==> config.mk <==
export PLATFORM = sky130hd
export DESIGN_NAME = sha256_core_pipe
export DESIGN_NICKNAME = d
export VERILOG_FILES = /design/src/rtl/sha256_core_pipe.sv
export SDC_FILE = /design/constraint.sdc
export NUM_CORES = 2
export LEC_CHECK = 0
export BUFFER_PORTS_ARGS = -buffer_cell sky130_fd_sc_hd__buf_2
export CAP_MARGIN = 20
export CELL_PAD_IN_SITES_DETAIL_PLACEMENT = 2
export CELL_PAD_IN_SITES_GLOBAL_PLACEMENT = 2
export CORE_AREA = 10 10 463 465
export DETAILED_ROUTE_END_ITERATION = 16
export DIE_AREA = 0 0 473 475
export PLACE_DENSITY = 0.86
export SYNTH_ARGS = -nofsm -noshare
export SYNTH_HDL_FRONTEND = slang
export SYNTH_SLANG_ARGS = --single-unit
==> constraint.sdc <==
create_clock -name clk -period 21.9 [get_ports clk]
set_input_delay 4.38 -clock clk [delete_from_list [all_inputs] [get_ports clk]]
set_output_delay 4.38 -clock clk [all_outputs]
set_load 0.05 [all_outputs]
==> src/rtl/sha256_core_pipe.sv <==
// SHA-256 compression core: one 512-bit block per pass, UNROLL rounds per clock.
// Latency: digest_valid pulses 64/UNROLL+1 cycles after the accepting edge.
// Backpressure: blk_ready is high only in IDLE; blk_valid is ignored while busy.
//
// Ports:
//   clk, rst_n        rising-edge clock, asynchronous active-low reset
//   blk_valid/ready   block handshake; blk_data holds W0 in [511:480] .. W15 in [31:0]
//   blk_first         block starts a new message (chain from IV / midstate)
//   digest_valid      one-cycle pulse when digest has been updated
//   digest            chaining state H, H0 in [255:224] .. H7 in [31:0]
//   busy              high while a block is in flight
//   mid_use, mid_in   only with SHA256_MIDSTATE_EN: initial state override on blk_first
//
// Optional feature macro: SHA256_MIDSTATE_EN

module sha256_core_pipe #(
  parameter int UNROLL = 1
) (
  input  logic         clk,
  input  logic         rst_n,
  input  logic         blk_valid,
  output logic         blk_ready,
  input  logic [511:0] blk_data,
  input  logic         blk_first,
  output logic         digest_valid,
  output logic [255:0] digest,
  output logic         busy
`ifdef SHA256_MIDSTATE_EN
  ,
  input  logic         mid_use,
  input  logic [255:0] mid_in
`endif
);

  generate
    if (UNROLL != 1 && UNROLL != 2 && UNROLL != 4) begin : g_bad_unroll
      $fatal(1, "sha256_core_pipe: UNROLL must be 1, 2 or 4");
    end
  endgenerate

  localparam logic [255:0] IV = {
    32'h6a09e667, 32'hbb67ae85, 32'h3c6ef372, 32'ha54ff53a,
    32'h510e527f, 32'h9b05688c, 32'h1f83d9ab, 32'h5be0cd19
  };

  localparam logic [31:0] K [64] = '{
    32'h428a2f98, 32'h71374491, 32'hb5c0fbcf, 32'he9b5dba5,
    32'h3956c25b, 32'h59f111f1, 32'h923f82a4, 32'hab1c5ed5,
    32'hd807aa98, 32'h12835b01, 32'h243185be, 32'h550c7dc3,
    32'h72be5d74, 32'h80deb1fe, 32'h9bdc06a7, 32'hc19bf174,
    32'he49b69c1, 32'hefbe4786, 32'h0fc19dc6, 32'h240ca1cc,
    32'h2de92c6f, 32'h4a7484aa, 32'h5cb0a9dc, 32'h76f988da,
    32'h983e5152, 32'ha831c66d, 32'hb00327c8, 32'hbf597fc7,
    32'hc6e00bf3, 32'hd5a79147, 32'h06ca6351, 32'h14292967,
    32'h27b70a85, 32'h2e1b2138, 32'h4d2c6dfc, 32'h53380d13,
    32'h650a7354, 32'h766a0abb, 32'h81c2c92e, 32'h92722c85,
    32'ha2bfe8a1, 32'ha81a664b, 32'hc24b8b70, 32'hc76c51a3,
    32'hd192e819, 32'hd6990624, 32'hf40e3585, 32'h106aa070,
    32'h19a4c116, 32'h1e376c08, 32'h2748774c, 32'h34b0bcb5,
    32'h391c0cb3, 32'h4ed8aa4a, 32'h5b9cca4f, 32'h682e6ff3,
    32'h748f82ee, 32'h78a5636f, 32'h84c87814, 32'h8cc70208,
    32'h90befffa, 32'ha4506ceb, 32'hbef9a3f7, 32'hc67178f2
  };

  localparam logic [5:0] T_LAST = 6'(64 - UNROLL);

  typedef enum logic [1:0] {
    ST_IDLE  = 2'd0,
    ST_ROUND = 2'd1,
    ST_FINAL = 2'd2
  } state_e;

  // ---------------------------------------------------------------------------
  // Round primitives
  // ---------------------------------------------------------------------------
  function automatic logic [31:0] ror(input logic [31:0] x, input int unsigned n);
    return (x >> n) | (x << (32 - n));
  endfunction

  function automatic logic [31:0] big_s0(input logic [31:0] x);
    return ror(x, 2) ^ ror(x, 13) ^ ror(x, 22);
  endfunction

  function automatic logic [31:0] big_s1(input logic [31:0] x);
    return ror(x, 6) ^ ror(x, 11) ^ ror(x, 25);
  endfunction

  function automatic logic [31:0] sml_s0(input logic [31:0] x);
    return ror(x, 7) ^ ror(x, 18) ^ (x >> 3);
  endfunction

  function automatic logic [31:0] sml_s1(input logic [31:0] x);
    return ror(x, 17) ^ ror(x, 19) ^ (x >> 10);
  endfunction

  // One compression round on packed {a,b,c,d,e,f,g,h}.
  function automatic logic [255:0] sha_round(input logic [255:0] s,
                                             input logic [31:0]  k,
                                             input logic [31:0]  w);
    logic [31:0] a, b, c, d, e, f, g, h, t1, t2;
    {a, b, c, d, e, f, g, h} = s;
    t1 = h + big_s1(e) + ((e & f) ^ (~e & g)) + k + w;
    t2 = big_s0(a) + ((a & b) ^ (a & c) ^ (b & c));
    return {t1 + t2, a, b, c, d + t1, e, f, g};
  endfunction

  // Slide the 16-word window by one: the word at [511:480] is W[t]; the
  // newly computed W[t+16] enters at [31:0]. Words computed past W[63] are
  // never consumed.
  function automatic logic [511:0] sched_next(input logic [511:0] win);
    logic [31:0] w_new;
    w_new = sml_s1(win[63:32]) + win[223:192] + sml_s0(win[479:448]) + win[511:480];
    return {win[479:0], w_new};
  endfunction

  function automatic logic [255:0] add8(input logic [255:0] x, input logic [255:0] y);
    logic [255:0] r;
    r = '0;
    for (int i = 0; i < 8; i++) begin
      r[i*32 +: 32] = x[i*32 +: 32] + y[i*32 +: 32];
    end
    return r;
  endfunction

  // ---------------------------------------------------------------------------
  // State
  // ---------------------------------------------------------------------------
  state_e       state_q, state_d;
  logic [5:0]   t_q, t_d;
  logic [255:0] work_q, work_d;
  logic [511:0] win_q, win_d;
  logic [255:0] base_q, base_d;   // chaining value added back in FINAL
  logic [255:0] h_q, h_d;
  logic         blk_ready_q, blk_ready_d;
  logic         busy_q, busy_d;
  logic         digest_valid_q, digest_valid_d;

  logic [255:0] init_val;
  logic [255:0] rnd_work;
  logic [511:0] rnd_win;

  // Starting chaining value for the block being offered.
  always_comb begin
    init_val = h_q;
    if (blk_first) begin
      init_val = IV;
`ifdef SHA256_MIDSTATE_EN
      if (mid_use) begin
        init_val = mid_in;
      end
`endif
    end
  end

  // UNROLL rounds chained combinationally from the registered working state.
  always_comb begin
    rnd_work = work_q;
    rnd_win  = win_q;
    for (int i = 0; i < UNROLL; i++) begin
      rnd_work = sha_round(rnd_work, K[t_q + 6'(i)], rnd_win[511:480]);
      rnd_win  = sched_next(rnd_win);
    end
  end

  always_comb begin
    state_d = state_q;
    t_d     = t_q;
    work_d  = work_q;
    win_d   = win_q;
    base_d  = base_q;
    h_d     = h_q;

    case (state_q)
      ST_IDLE: begin
        if (blk_valid && blk_ready_q) begin
          work_d  = init_val;
          base_d  = init_val;
          win_d   = blk_data;
          t_d     = 6'd0;
          state_d = ST_ROUND;
        end
      end
      ST_ROUND: begin
        work_d = rnd_work;
        win_d  = rnd_win;
        t_d    = t_q + 6'(UNROLL);   // wraps back to 0 after the last round
        if (t_q == T_LAST) begin
          state_d = ST_FINAL;
        end
      end
      ST_FINAL: begin
        h_d     = add8(base_q, work_q);
        state_d = ST_IDLE;
      end
      default: begin
        state_d = ST_IDLE;
        t_d     = 6'd0;
      end
    endcase

    blk_ready_d    = (state_d == ST_IDLE);
    busy_d         = (state_d != ST_IDLE);
    digest_valid_d = (state_q == ST_FINAL);
  end

  always_ff @(posedge clk or negedge rst_n) begin
    if (!rst_n) begin
      state_q        <= ST_IDLE;
      t_q            <= 6'd0;
      work_q         <= '0;
      win_q          <= '0;
      base_q         <= '0;
      h_q            <= '0;
      blk_ready_q    <= 1'b1;
      busy_q         <= 1'b0;
      digest_valid_q <= 1'b0;
    end else begin
      state_q        <= state_d;
      t_q            <= t_d;
      work_q         <= work_d;
      win_q          <= win_d;
      base_q         <= base_d;
      h_q            <= h_d;
      blk_ready_q    <= blk_ready_d;
      busy_q         <= busy_d;
      digest_valid_q <= digest_valid_d;
    end
  end

  assign blk_ready    = blk_ready_q;
  assign busy         = busy_q;
  assign digest_valid = digest_valid_q;
  assign digest       = h_q;

endmodule

==> results.json <==
{
  "routabilityCongestion": 0.9718,
  "post-synth-top-area-cell": "dfrtp_1",
  "cts_sinks": 1291,
  "max_slew_margin_pct": 9.071,
  "fin_skew_ns": 0.03914,
  "fin_crit_ns": 10.81,
  "io_buffers": 774,
  "start_util_pct": 39.92,
  "synthMuxAreaShare_pct": 0.9094,
  "final_hold_viol_count": 0,
  "drc_errors": 0,
  "synth_top_family_by_area": "compound AO/OA/AOI/OAI gates",
  "slew_viol_final": 0,
  "synth_flop_cell": "dfrtp_1",
  "fillCellCount": 22440,
  "vias": 78900,
  "synth_fa_ha_area_share_pct": 10.85,
  "worst_pin_slew_ns": 1.364,
  "synthDistinctLibCells": 109,
  "grt_max_degree": 299,
  "layout-drive-gt1-share_pct": 11.90,
  "crit_path_start_kind": "flip-flop",
  "cp_slowest_cell": "dfrtp_1",
  "criticalPathCategory": "reg -> reg",
  "clock_latency_ns": 0.87,
  "cp_max_fo": 17,
  "area_delta_synth_final_pct": 13.91,
  "avgSynthCellArea_um2": 8.374,
  "drtIter0Drc": 7858,
  "dp_slack_ns": 11.44,
  "hp-class": "reg -> reg",
  "grt_pass1_wl_mm": 599.4,
  "synthXorXnorAreaFrac_pct": 6.282,
  "synth_cells": 9743,
  "root_buffer": "clkbuf_16",
  "synth_top_area_share_pct": 39.57,
  "postCtsSetupBuffers": 0,
  "grt_overflow": 0,
  "crit_path_frequent_cell": "fa_1",
  "final_cell_area_um2": 92940,
  "cts_tree": "built",
  "viasPerCell": 6.087,
  "async_reset_ff_share_pct": 100.0,
  "synth-seq-area-share_pct": 39.60,
  "fin_util_pct": 45.47,
  "final_common_cell": "nand2_1",
  "track_usage_pct": 35.38,
  "crit_required_ns": 22.61,
  "die_area_um2": 224700,
  "syn-cell-area_um2": 81590,
  "core_um2": 204400,
  "clk_path_buf_depth": 3,
  "die-width_um": 473,
  "clk_pin_slew_worst_paths_ns": 0.07,
  "htree_levels": 4,
  "cts_inserted_buffers": 159,
  "drtPass1Iterations": 5,
  "routedWlPerCell_um": 32.12,
  "place_area_um2": 87220,
  "synthesis.nets": 10850,
  "status": "complete, no violations",
  "synth-edff-count": 0,
  "fin_nets": 11220,
  "yosys.area_share.simple_pct": 17.37,
  "post-dp-hpwl_mm": 299.3,
  "wl_mm": 416.3,
  "worstPathArrival_ns": 11.52,
  "grt_pass1_vias": 85280,
  "cts_resized": 0,
  "setup_tns_ns": 0,
  "antenna_found_initial": 53,
  "setup_viol": 0,
  "synth_compound_area_share_pct": 20.02,
  "final_antenna_net_count": 0,
  "worst_slack_ns": 11.09,
  "clock.fmax_mhz": 92.54,
  "die_y_um": 475,
  "ys_ff_latch": 1291,
  "boundaryPins": 775,
  "cp-end-kind": "flip-flop",
  "final_cell_mix": "nand2_1 (1,883), dfrtp_1 (1,288), nor2_1 (1,058), o21ai_0 (846), buf_2 (772)",
  "synth.area.top_cells": "dfrtp_1 (40%), nand2_1 (8.7%), ha_1 (6.0%)",
  "yosys_warnings": 0,
  "cp_slowest_stage_delay_ns": 0.80,
  "cap_viol_max_count": 0,
  "grt_setup_unrepaired": "false",
  "fin_crit_sh_pct": 49.34,
  "row_count": 166,
  "ctsHoldBuffers": 0
}
## stage by stage
stage | std cells | hold slack [ns]
3_3_place_gp | 12640 | 0.4629
5_1_grt | 12960 | 0.5196
3_5_place_dp | 12640 | 0.4793
6_report | 12960 | 0.4911
2_1_floorplan | 9743 | 0.4453
4_1_cts | 12930 | 0.4947
## routing by layer
| metal | track usage [%] | up-vias | wire length [um] |
|---|---|---|---|
| li1 | - | 33900 | - |
| met4 | 16.98 | 18 | 23850 |
| met2 | 56.32 | 2886 | 191500 |
| met5 | 0 | - | 115 |
| met1 | 45.90 | 41180 | 171100 |
| met3 | 7.337 | 916 | 29730 |
## synth_stat cells (all sizes together), types with 10 or more instances
cell type,n
o31a,15
ha,393
nand3,68
nand3b,10
o21bai,46
xor2,256
nand4,21
clkbuf,609
a221oi,13
a31oi,530
a21o,168
o21ai,892
o311ai,23
and3,31
o31ai,44
a311oi,10
nor3,78
a21boi,11
inv,417
nor2b,52
o22ai,50
o2111ai,12
or3,28
o21a,60
nand2b,163
a211oi,70
xnor2,324
mux2,25
fa,195
buf,47
and2,17
a21oi,563
o22a,14
nor2,1062
mux2i,28
o32a,10
o32ai,15
nand2,1884
dfrtp,1290
o211ai,43
a22o,12
## registers in the layout, indices dropped and copies added (netlist names)
name          flops
busy              1
blk_ready         1
t_q               6
digest          256
base_q          256
work_q          256
state_q           2
digest_valid      1
win_q           512
## critical path: cells and delay by family, from the launching register on
family,cells,cell delay (ns)
compound gates,13,2.86
xor+xnor,2,0.50
fa+ha+maj,8,3.64
buf+inv,5,0.99
flops,1,0.80
simple gates,7,1.86
## logic make-up (layout without fill, tap and decap cells)
logic type | Yosys count | in the layout
and+or+nand+nor | 3459 | 3459
AOI/OAI and AO/OA | 2681 | 2681
DFF | 1291 | 1291
buffers and inverters | 1078 | 1580
adders and majority gates | 591 | 591
xor gates and xnor gates | 582 | 582
muxes | 61 | 61
other | 0 | 29
## final timing paths
path                                   startpoint                 endpoint  slack [ns]  cells past startpoint
max                            t_q[1]$_DFFE_PN0P_  work_q[255]$_DFFE_PN0P_       11.09                     35
min                        base_q[88]$_DFFE_PN0P_   base_q[88]$_DFFE_PN0P_        0.49                      2
max reg2reg                    t_q[1]$_DFFE_PN0P_  work_q[255]$_DFFE_PN0P_       11.09                     35
min reg2reg                base_q[88]$_DFFE_PN0P_   base_q[88]$_DFFE_PN0P_        0.49                      2
max in group asynchronous                   rst_n  base_q[219]$_DFFE_PN0P_       14.32                      5
min in group asynchronous                   rst_n   digest[45]$_DFFE_PN0P_        3.54                      1
## final cells by class
| type | instances | area (um2) | share of cell area (%) |
|---|---|---|---|
| Clock inverter | 57 | 805.8 | 0.8670 |
| Timing Repair Buffer | 868 | 4858 | 5.228 |
| Multi-Input combinational cell | 7374 | 45270 | 48.71 |
| Sequential cell | 1291 | 32310 | 34.77 |
| Tap cell | 2688 | 3363 | 3.619 |
| Clock buffer | 233 | 4668 | 5.023 |
| Inverter | 422 | 1584 | 1.704 |
| Antenna cell | 29 | 72.57 | 0.07809 |
Power is left out: the tool's default activity adds up to more than one toggle a clock period on the data nets, which glitch-free logic cannot reach.
